==> config.mk <==
export PLATFORM = sky130hd
export DESIGN_NAME = pipe_stall_ctrl_flat
export DESIGN_NICKNAME = d
export VERILOG_FILES = /design/src/rtl/pipe_stall_ctrl_if.sv /design/src/rtl/pipe_stall_ctrl.sv /design/src/flat_wrapper.sv
export SDC_FILE = /design/constraint.sdc
export NUM_CORES = 1
export LEC_CHECK = 0
export ABC_CLOCK_PERIOD_IN_PS = 2300
export CAP_MARGIN = 25
export CORE_MARGIN = 3
export CORE_UTILIZATION = 44
export DETAILED_ROUTE_END_ITERATION = 10
export DONT_BUFFER_PORTS = 1
export HOLD_SLACK_MARGIN = 0.08
export PLACE_DENSITY = 0.69
export SKIP_CTS_REPAIR_TIMING = 1
export SYNTH_ARGS = -nofsm -noshare
export SYNTH_HDL_FRONTEND = slang
export SYNTH_SLANG_ARGS = --single-unit
export TNS_END_PERCENT = 1
==> constraint.sdc <==
create_clock -name clk -period 2.3 [get_ports clk]
set_input_delay 0.115 -clock clk [delete_from_list [all_inputs] [get_ports clk]]
set_output_delay 0.115 -clock clk [all_outputs]
set_load 0.03 [all_outputs]
==> src/rtl/pipe_stall_ctrl_if.sv <==
// Pipeline control bus between the stage logic and pipe_stall_ctrl.
// master: pipeline side (drives requests, consumes stall/flush).
// slave:  controller side.
interface pipe_stall_ctrl_if #(
    parameter int unsigned CNT_W = 32
);
    logic             stallreq_id;
    logic             stallreq_mem;
    logic             mc_req;
    logic             mc_done;
    logic             br_taken;
    logic [31:0]      br_target;
    logic [5:0]       stall;
    logic             mc_start;
    logic             flush;
    logic [31:0]      new_pc;
    logic [CNT_W-1:0] stall_cnt;
    logic             mem_timeout;

    modport master (
        output stallreq_id, stallreq_mem, mc_req, mc_done, br_taken, br_target,
        input  stall, mc_start, flush, new_pc, stall_cnt, mem_timeout
    );

    modport slave (
        input  stallreq_id, stallreq_mem, mc_req, mc_done, br_taken, br_target,
        output stall, mc_start, flush, new_pc, stall_cnt, mem_timeout
    );
endinterface

==> src/rtl/pipe_stall_ctrl.sv <==
// Central stall/flush controller for the 6-stage pipeline (PC, IF, ID, EX, MEM, WB).
// Merges stall requests into one freeze vector, sequences the EX multi-cycle unit,
// generates branch flush, counts stalled cycles and watches for stuck memory waits.
module pipe_stall_ctrl #(
    parameter int unsigned CNT_W       = 32,
    parameter int unsigned TO_W        = 8,
    parameter int unsigned MEM_TIMEOUT = 200
) (
    input  logic             clk,
    input  logic             rst,
    pipe_stall_ctrl_if.slave bus
);

    typedef enum logic [1:0] {
        StRun    = 2'd0,
        StMcWait = 2'd1,
        StMcDone = 2'd2
    } state_e;

    localparam logic [TO_W-1:0]  TO_MAX  = TO_W'(MEM_TIMEOUT);
    localparam logic [CNT_W-1:0] CNT_MAX = {CNT_W{1'b1}};

    localparam logic [5:0] MASK_MEM = 6'b011111;
    localparam logic [5:0] MASK_EX  = 6'b001111;
    localparam logic [5:0] MASK_ID  = 6'b000111;

    state_e           r_state;
    state_e           w_state_next;
    logic             w_ex_hold;
    logic             w_mc_start;
    logic [5:0]       w_stall;
    logic             w_flush;
    logic [CNT_W-1:0] r_stall_cnt;
    logic [TO_W-1:0]  r_wait_cnt;
    logic             r_mem_timeout;

    // Multi-cycle handshake: next state, EX hold and start pulse
    always_comb begin
        w_state_next = r_state;
        w_ex_hold    = 1'b0;
        w_mc_start   = 1'b0;
        unique case (r_state)
            StRun: begin
                // The unit is started even under a MEM stall
                if (bus.mc_req) begin
                    w_mc_start   = 1'b1;
                    w_ex_hold    = 1'b1;
                    w_state_next = StMcWait;
                end
            end
            StMcWait: begin
                if (!bus.mc_done) begin
                    w_ex_hold = 1'b1;
                end else if (bus.stallreq_mem) begin
                    // Result is latched by the unit; EX just waits behind MEM
                    w_state_next = StMcDone;
                end else begin
                    w_state_next = StRun;
                end
            end
            StMcDone: begin
                if (!bus.stallreq_mem) begin
                    w_state_next = StRun;
                end
            end
            default: w_state_next = StRun;
        endcase
    end

    // Stall vector, flush and output gating (all outputs read 0 during reset)
    always_comb begin
        w_stall = 6'b000000;
        if (bus.stallreq_mem) w_stall = w_stall | MASK_MEM;
        if (w_ex_hold)        w_stall = w_stall | MASK_EX;
        if (bus.stallreq_id)  w_stall = w_stall | MASK_ID;
        if (rst)              w_stall = 6'b000000;

        // A branch sitting in a frozen EX must not redirect yet
        w_flush = bus.br_taken & ~w_stall[3] & ~rst;

        bus.stall       = w_stall;
        bus.mc_start    = w_mc_start & ~rst;
        bus.flush       = w_flush;
        bus.new_pc      = w_flush ? bus.br_target : 32'h0;
        bus.stall_cnt   = rst ? '0 : r_stall_cnt;
        bus.mem_timeout = r_mem_timeout & ~rst;
    end

    // FSM state register
    always_ff @(posedge clk) begin
        if (rst) begin
            r_state <= StRun;
        end else begin
            r_state <= w_state_next;
        end
    end

    // Saturating count of cycles with the PC stage frozen
    always_ff @(posedge clk) begin
        if (rst) begin
            r_stall_cnt <= '0;
        end else if (w_stall[0] && (r_stall_cnt != CNT_MAX)) begin
            r_stall_cnt <= r_stall_cnt + 1'b1;
        end
    end

    // Memory-wait watchdog: consecutive request cycles, sticky flag on reaching the limit
    always_ff @(posedge clk) begin
        if (rst) begin
            r_wait_cnt    <= '0;
            r_mem_timeout <= 1'b0;
        end else if (bus.stallreq_mem) begin
            if (r_wait_cnt != TO_MAX) begin
                r_wait_cnt <= r_wait_cnt + 1'b1;
            end
            if (r_wait_cnt >= TO_MAX - 1'b1) begin
                r_mem_timeout <= 1'b1;
            end
        end else begin
            r_wait_cnt <= '0;
        end
    end

endmodule

==> src/flat_wrapper.sv <==
// flat-port wrapper written by rule: the top's interface ports become plain ports
module pipe_stall_ctrl_flat 
#(
    parameter int unsigned CNT_W       = 32,
    parameter int unsigned TO_W        = 8,
    parameter int unsigned MEM_TIMEOUT = 200
)
  (clk, rst, bus_stallreq_id, bus_stallreq_mem, bus_mc_req, bus_mc_done, bus_br_taken, bus_br_target, bus_stall, bus_mc_start, bus_flush, bus_new_pc, bus_stall_cnt, bus_mem_timeout);
  pipe_stall_ctrl_if #(.CNT_W(CNT_W)) bus_i ();
  input  logic clk;
  input  logic rst;
  input wire logic [$bits(bus_i.stallreq_id)-1:0] bus_stallreq_id;
  input wire logic [$bits(bus_i.stallreq_mem)-1:0] bus_stallreq_mem;
  input wire logic [$bits(bus_i.mc_req)-1:0] bus_mc_req;
  input wire logic [$bits(bus_i.mc_done)-1:0] bus_mc_done;
  input wire logic [$bits(bus_i.br_taken)-1:0] bus_br_taken;
  input wire logic [$bits(bus_i.br_target)-1:0] bus_br_target;
  output wire logic [$bits(bus_i.stall)-1:0] bus_stall;
  output wire logic [$bits(bus_i.mc_start)-1:0] bus_mc_start;
  output wire logic [$bits(bus_i.flush)-1:0] bus_flush;
  output wire logic [$bits(bus_i.new_pc)-1:0] bus_new_pc;
  output wire logic [$bits(bus_i.stall_cnt)-1:0] bus_stall_cnt;
  output wire logic [$bits(bus_i.mem_timeout)-1:0] bus_mem_timeout;
  assign bus_i.stallreq_id = bus_stallreq_id;
  assign bus_i.stallreq_mem = bus_stallreq_mem;
  assign bus_i.mc_req = bus_mc_req;
  assign bus_i.mc_done = bus_mc_done;
  assign bus_i.br_taken = bus_br_taken;
  assign bus_i.br_target = bus_br_target;
  assign bus_stall = bus_i.stall;
  assign bus_mc_start = bus_i.mc_start;
  assign bus_flush = bus_i.flush;
  assign bus_new_pc = bus_i.new_pc;
  assign bus_stall_cnt = bus_i.stall_cnt;
  assign bus_mem_timeout = bus_i.mem_timeout;
  pipe_stall_ctrl #(.CNT_W(CNT_W), .TO_W(TO_W), .MEM_TIMEOUT(MEM_TIMEOUT)) u_core (.clk(clk), .rst(rst), .bus(bus_i));
endmodule
After elaboration in Yosys (flattened, before gate mapping):

Index checks and enable logic that the tools add are counted.

* add/sub/neg operators: 2
* order comparisons: 1
* equality and inequality tests: 7
* multiplexer cells: 15
* bitwise logic cells: 7
* reductions and logical operators: 5

Operator list (count)
* $mux W32: 2
* $add A32 B1 Y32 const B: 1
* $ne A32 B32 Y1 const B: 1
* $mux W5: 2
* $add A8 B1 Y8 const B: 1
* $ge A8 B8 Y1 const B: 1
* $mux W2: 4
* $ne A8 B8 Y1 const B: 1
* $ne A2 B2 Y1 const B: 3
* $pmux W2 S3: 1
* $and A1 B1 Y1: 4
* $mux W4: 1
* $mux W1: 3
* $mux W3: 1
* $not A1 Y1: 3
* $reduce_and A3 Y1: 1
* $eq A2 B1 Y1 const B: 1
* $eq A2 B2 Y1 const B: 1
* $logic_not A2 Y1: 1
* $pmux W1 S2: 1
* $reduce_and A2 Y1: 1
* $reduce_or A2 Y1: 1
* $logic_and A1 B1 Y1: 1

* register bits: 43
* logic and storage cells: 41

Logic depth before layout (Yosys ltp):

* depth in word-level cells: 9
* mapped depth: 7
* depth with buffers taken out: 6

Worst setup path after synthesis:

Ideal clock, no wire load.

* path type: register to output
* start point: reg u_core.r_state[0]
* end point: out bus_new_pc[22]
* arrival time: 1.919 ns
* path slack: 0.266 ns
* cell stages (with the launch flop): 6
* cell sequence: dfxtp_1 > nand2b_4 > a21oi_1 > nor4b_1 > clkbuf_1 > and2_1

* cells in the longest elaborated chain, start to end: 8

Ends and longest elaborated chain
* start, declared: RTL line pipe_stall_ctrl.sv:27 `state_e r_state;`
* start signal, assigned: RTL line pipe_stall_ctrl.sv:92 `r_state <= StRun;`
* start signal, assigned: RTL line pipe_stall_ctrl.sv:94 `r_state <= w_state_next;`
* $eq A2 B1 Y1 or $logic_not A2 Y1 (tied branches): RTL line pipe_stall_ctrl.sv:42 `unique case (r_state)`
* $pmux W1 S2 (*): RTL line pipe_stall_ctrl.sv:42
* $mux W4 (*): RTL line pipe_stall_ctrl.sv:74 `if (w_ex_hold) w_stall = w_stall | MASK_EX;`
* $mux W5 (*): RTL line pipe_stall_ctrl.sv:76 `if (rst) w_stall = 6'b000000;`
* $not A1 Y1 (*): RTL line pipe_stall_ctrl.sv:79 `w_flush = bus.br_taken & ~w_stall[3] & ~rst;`
* $and A1 B1 Y1 (*) (2 in series): RTL line pipe_stall_ctrl.sv:79
* named net bus_flush: RTL line flat_wrapper.sv:20 `output wire logic [$bits(bus_i.flush)-1:0] bus_flush;`
* $mux W32 (*): RTL line pipe_stall_ctrl.sv:84 `bus.new_pc = w_flush ? bus.br_target : 32'h0;`
* end, declared: RTL line flat_wrapper.sv:21 `output wire logic [$bits(bus_i.new_pc)-1:0] bus_new_pc;`

The timed path passes the listed nets; every way through them passes the cells marked *.

Worst setup path after layout:

* start point: reg u_core.r_stall_cnt[0]
* end point: reg u_core.r_stall_cnt[2]

* cells in the longest elaborated chain, start to end: 2

Ends and longest elaborated chain
* start, declared: RTL line pipe_stall_ctrl.sv:33 `logic [CNT_W-1:0] r_stall_cnt;`
* start signal, assigned: RTL line pipe_stall_ctrl.sv:103 `r_stall_cnt <= r_stall_cnt + 1'b1;`
* branches (longest 2 deep; another with $add A32 B1 Y32)

Parallel ways; which one is timed is not known.
A chain may end at the register's enable or synchronous reset.

==> reports/results.txt <==
Status: completed
1st-pass router iterations: 4
Setup crit end kind: flop
Total Neg Setup Slack: 0 ns
Worst path depth: 6
Hold Path Class: in -> reg
Total grt overflow: 0
MaxCap Viol Count: 0
Vias in the first global route: 2,280
Max FO, Critical Path: 6
Synth cell types: 51
Die Area: 7050 um2
CP endpoint: u_core.r_stall_cnt[2]$_SDFFE_PP0P_
Root Buffer: clkbuf_8
Slew margin rel.: 40.9%
H-Tree Depth: 2
Number of non-filler instances in the completed layout: 421
Mapped Nets: 368
RR Endpoint: u_core.r_stall_cnt[2]$_SDFFE_PP0P_
Final WL: 6860 um
Fin. max-slew vios: 0
DP Wirelength: 5120 um
Lkg Pwr: 1.17 nW
Worst-Skew Late Latency: 0.30 ns
Core ar.: 5710 um2
#FFs+latches synth: 43
Top delay family on crit path: simple AND/OR/NAND/NOR gates
Vias per cell: 5.72
Synth Cell Area: 2680 um2
Flop-to-flop setup slack: 0.20 ns
Placer Congestion: 0.848
Register area share after synthesis: 32.2%
Area contributors post-synth: dfxtp_1 (32%), and2_1 (7.9%), mux2_2 (7.2%), nor2b_1 (6.3%), nor2_1 (5.3%)
CP startpoint kind: flop
PortBufs: 0
PwrDens: 487 nW/um2
Most common cell after layout, fill and taps aside: dfxtp_1
First-pass GRT wire length: 10,800 um
Cells after synthesis: 326
Initial drt markers: 89
CTS Buffer Depth: 2
Routed Antenna Nets: 0
Worst Tran Pin Value: 0.884 ns
Tot GR Track Use: 18.8%
Main synth FF type: dfxtp_1
CTS tree: done
RSZ-0062 raised after global routing: no
Synth area leader: dfxtp_1
Final setup violation count: 0
Crit path DAT: 2.30 ns
Initial antenna violation count: 0
CTS clk-pin slew, worst paths: 0.08 ns
DR vias: 2,409
Routed len/inst: 16.3 um
Crit path required time: 2.50 ns
Share of cells above drive strength 1: 18.9%
Most frequent cells in the layout: dfxtp_1 (43), nor2_1 (38), and2_1 (34)
Crit. Startpoint: u_core.r_stall_cnt[0]$_SDFFE_PP0P_
DRC viols: 0
FFs w/ async S/R, synth: 0%
Die height: 84.0 um
Final Skew: 0.00718 ns
Worst hold stages: 2
Largest net degree at the start of global routing: 65
Max Fclk: 475 MHz
Hold Vio Cnt, Final: 0
Post-synth EDFFs: 0
Area growth from synthesis to layout: 12.9%
Final Critical Period: 2.10 ns
Num CTS Buffers: 5
CP Class: reg -> reg
Synthesis Warnings: 0
Critical Path Max Stage Delay: 0.43 ns
Post-synth top area share: 32.2%
Die W: 84.0 um
Worst path bufs/invs: 0
R2R cell count: 6
Tcrit/Tclk final: 91.5%
Number of diodes: 0
Peak VDD IR: 0.290 mV
R2R Path Start: u_core.r_stall_cnt[0]$_SDFFE_PP0P_
FP Rows: 27
Dpl cells: 409
Clock Sink Count: 43
Syn avg cell area: 8.21 um2
Worst path slowest cell: or3_4
Initial Util: 46.9%
Nets: 390
Io pins: 112
Worst path cell trace: ha_1, nand3_2, or3_4, or3_1, nand3_1, mux2_2
metrics by stage:
step | power, mW | util [%] | setup slack [ns] | area, um2 | hold WS [ns]
6_report | 1.47 | 52.9 | 0.196 | 3020 | 0.0596
5_1_grt | 1.54 | 52.9 | 0.0154 | 3020 | 0.0825
4_1_cts | 1.47 | 52.0 | 0.0878 | 2970 | -0.131
3_5_place_dp | 0.996 | 50.6 | 0.108 | 2890 | 0.193
3_3_place_gp | 0.987 | 50.6 | 0.195 | 2890 | 0.191
2_1_floorplan | 0.973 | - | 0.266 | 2680 | 0.275
cell usage after synthesis, drive strengths merged, types with 6 or more instances:
library cell  count
buf               7
clkbuf            9
nand4             8
nand2            13
nand3            17
and2             34
a21oi            11
inv              11
nor2b            27
o31ai             6
mux2             22
or4               6
nor2             39
nor4              6
nor3             13
dfxtp            43
layout make-up:
cell class	instances	area, um2
fill	542	2690
multi-input combinational	256	1710
sequential	43	861
timing repair buffer	31	243
tap	72	90.1
clock buffer	7	76.3
inverter	11	41.3
clock inverter	1	5.00
how the worst min path moves through the flow:
stage                            from                                  end  slack (ns)
after floorplan           bus_mc_done       u_core.r_state[1]$_SDFFE_PP0P_        0.27
after global placement            rst  u_core.r_stall_cnt[16]$_SDFFE_PP0P_        0.19
after detailed placement          rst  u_core.r_stall_cnt[12]$_SDFFE_PP0P_        0.19
after CTS                         rst  u_core.r_stall_cnt[16]$_SDFFE_PP0P_       -0.13
after global routing              rst  u_core.r_stall_cnt[17]$_SDFFE_PP0P_        0.08
final                             rst  u_core.r_stall_cnt[17]$_SDFFE_PP0P_        0.06
layer usage:
layer	share of wire (%)	vias to the layer above	global-route usage, %	wire length, um
met5	0	-	0	0
met4	1.0	0	4.82	70
met3	6.8	5	4.74	467
met2	54	97	36.3	3680
met1	38	1122	20.0	2640
li1	-	1185	-	-
where the power goes:
part	total [mW]	internal [mW]	switching [mW]	leakage [nW]
registers	0.790	0.766	0.0245	0.348
logic	0.203	0.0669	0.136	0.778
clock network	0.478	0.214	0.265	0.0422
total	1.47	1.05	0.425	1.17
sequential cells by signal, summed over array words and instances (netlist names):
name and count:
u_core.r_mem_timeout 1, u_core.r_state 2, u_core.r_stall_cnt 32, u_core.r_wait_cnt 8
kinds of logic (layout without fill, tap and decap cells):
family          Yosys count  in the layout  synth area share, %
mux                      22             22                 9.40
compound gates           33             33                 9.02
flops                    43             43                 32.2
simple gates            190            190                 40.8
buf+inv                  27             50                 4.81
fa+ha+maj                 3              3                 1.40
other cells               1              1                0.140
xor+xnor                  7              7                 2.29
worst register-to-register path, stage by stage (launching register included):
cell and delay [ns]:
dfxtp_1 0.39, ha_1 0.21, nand3_2 0.14, or3_4 0.44, or3_1 0.37, nand3_1 0.12
mux2_2 0.34
Note: power is estimated with default switching activity, not from simulation.
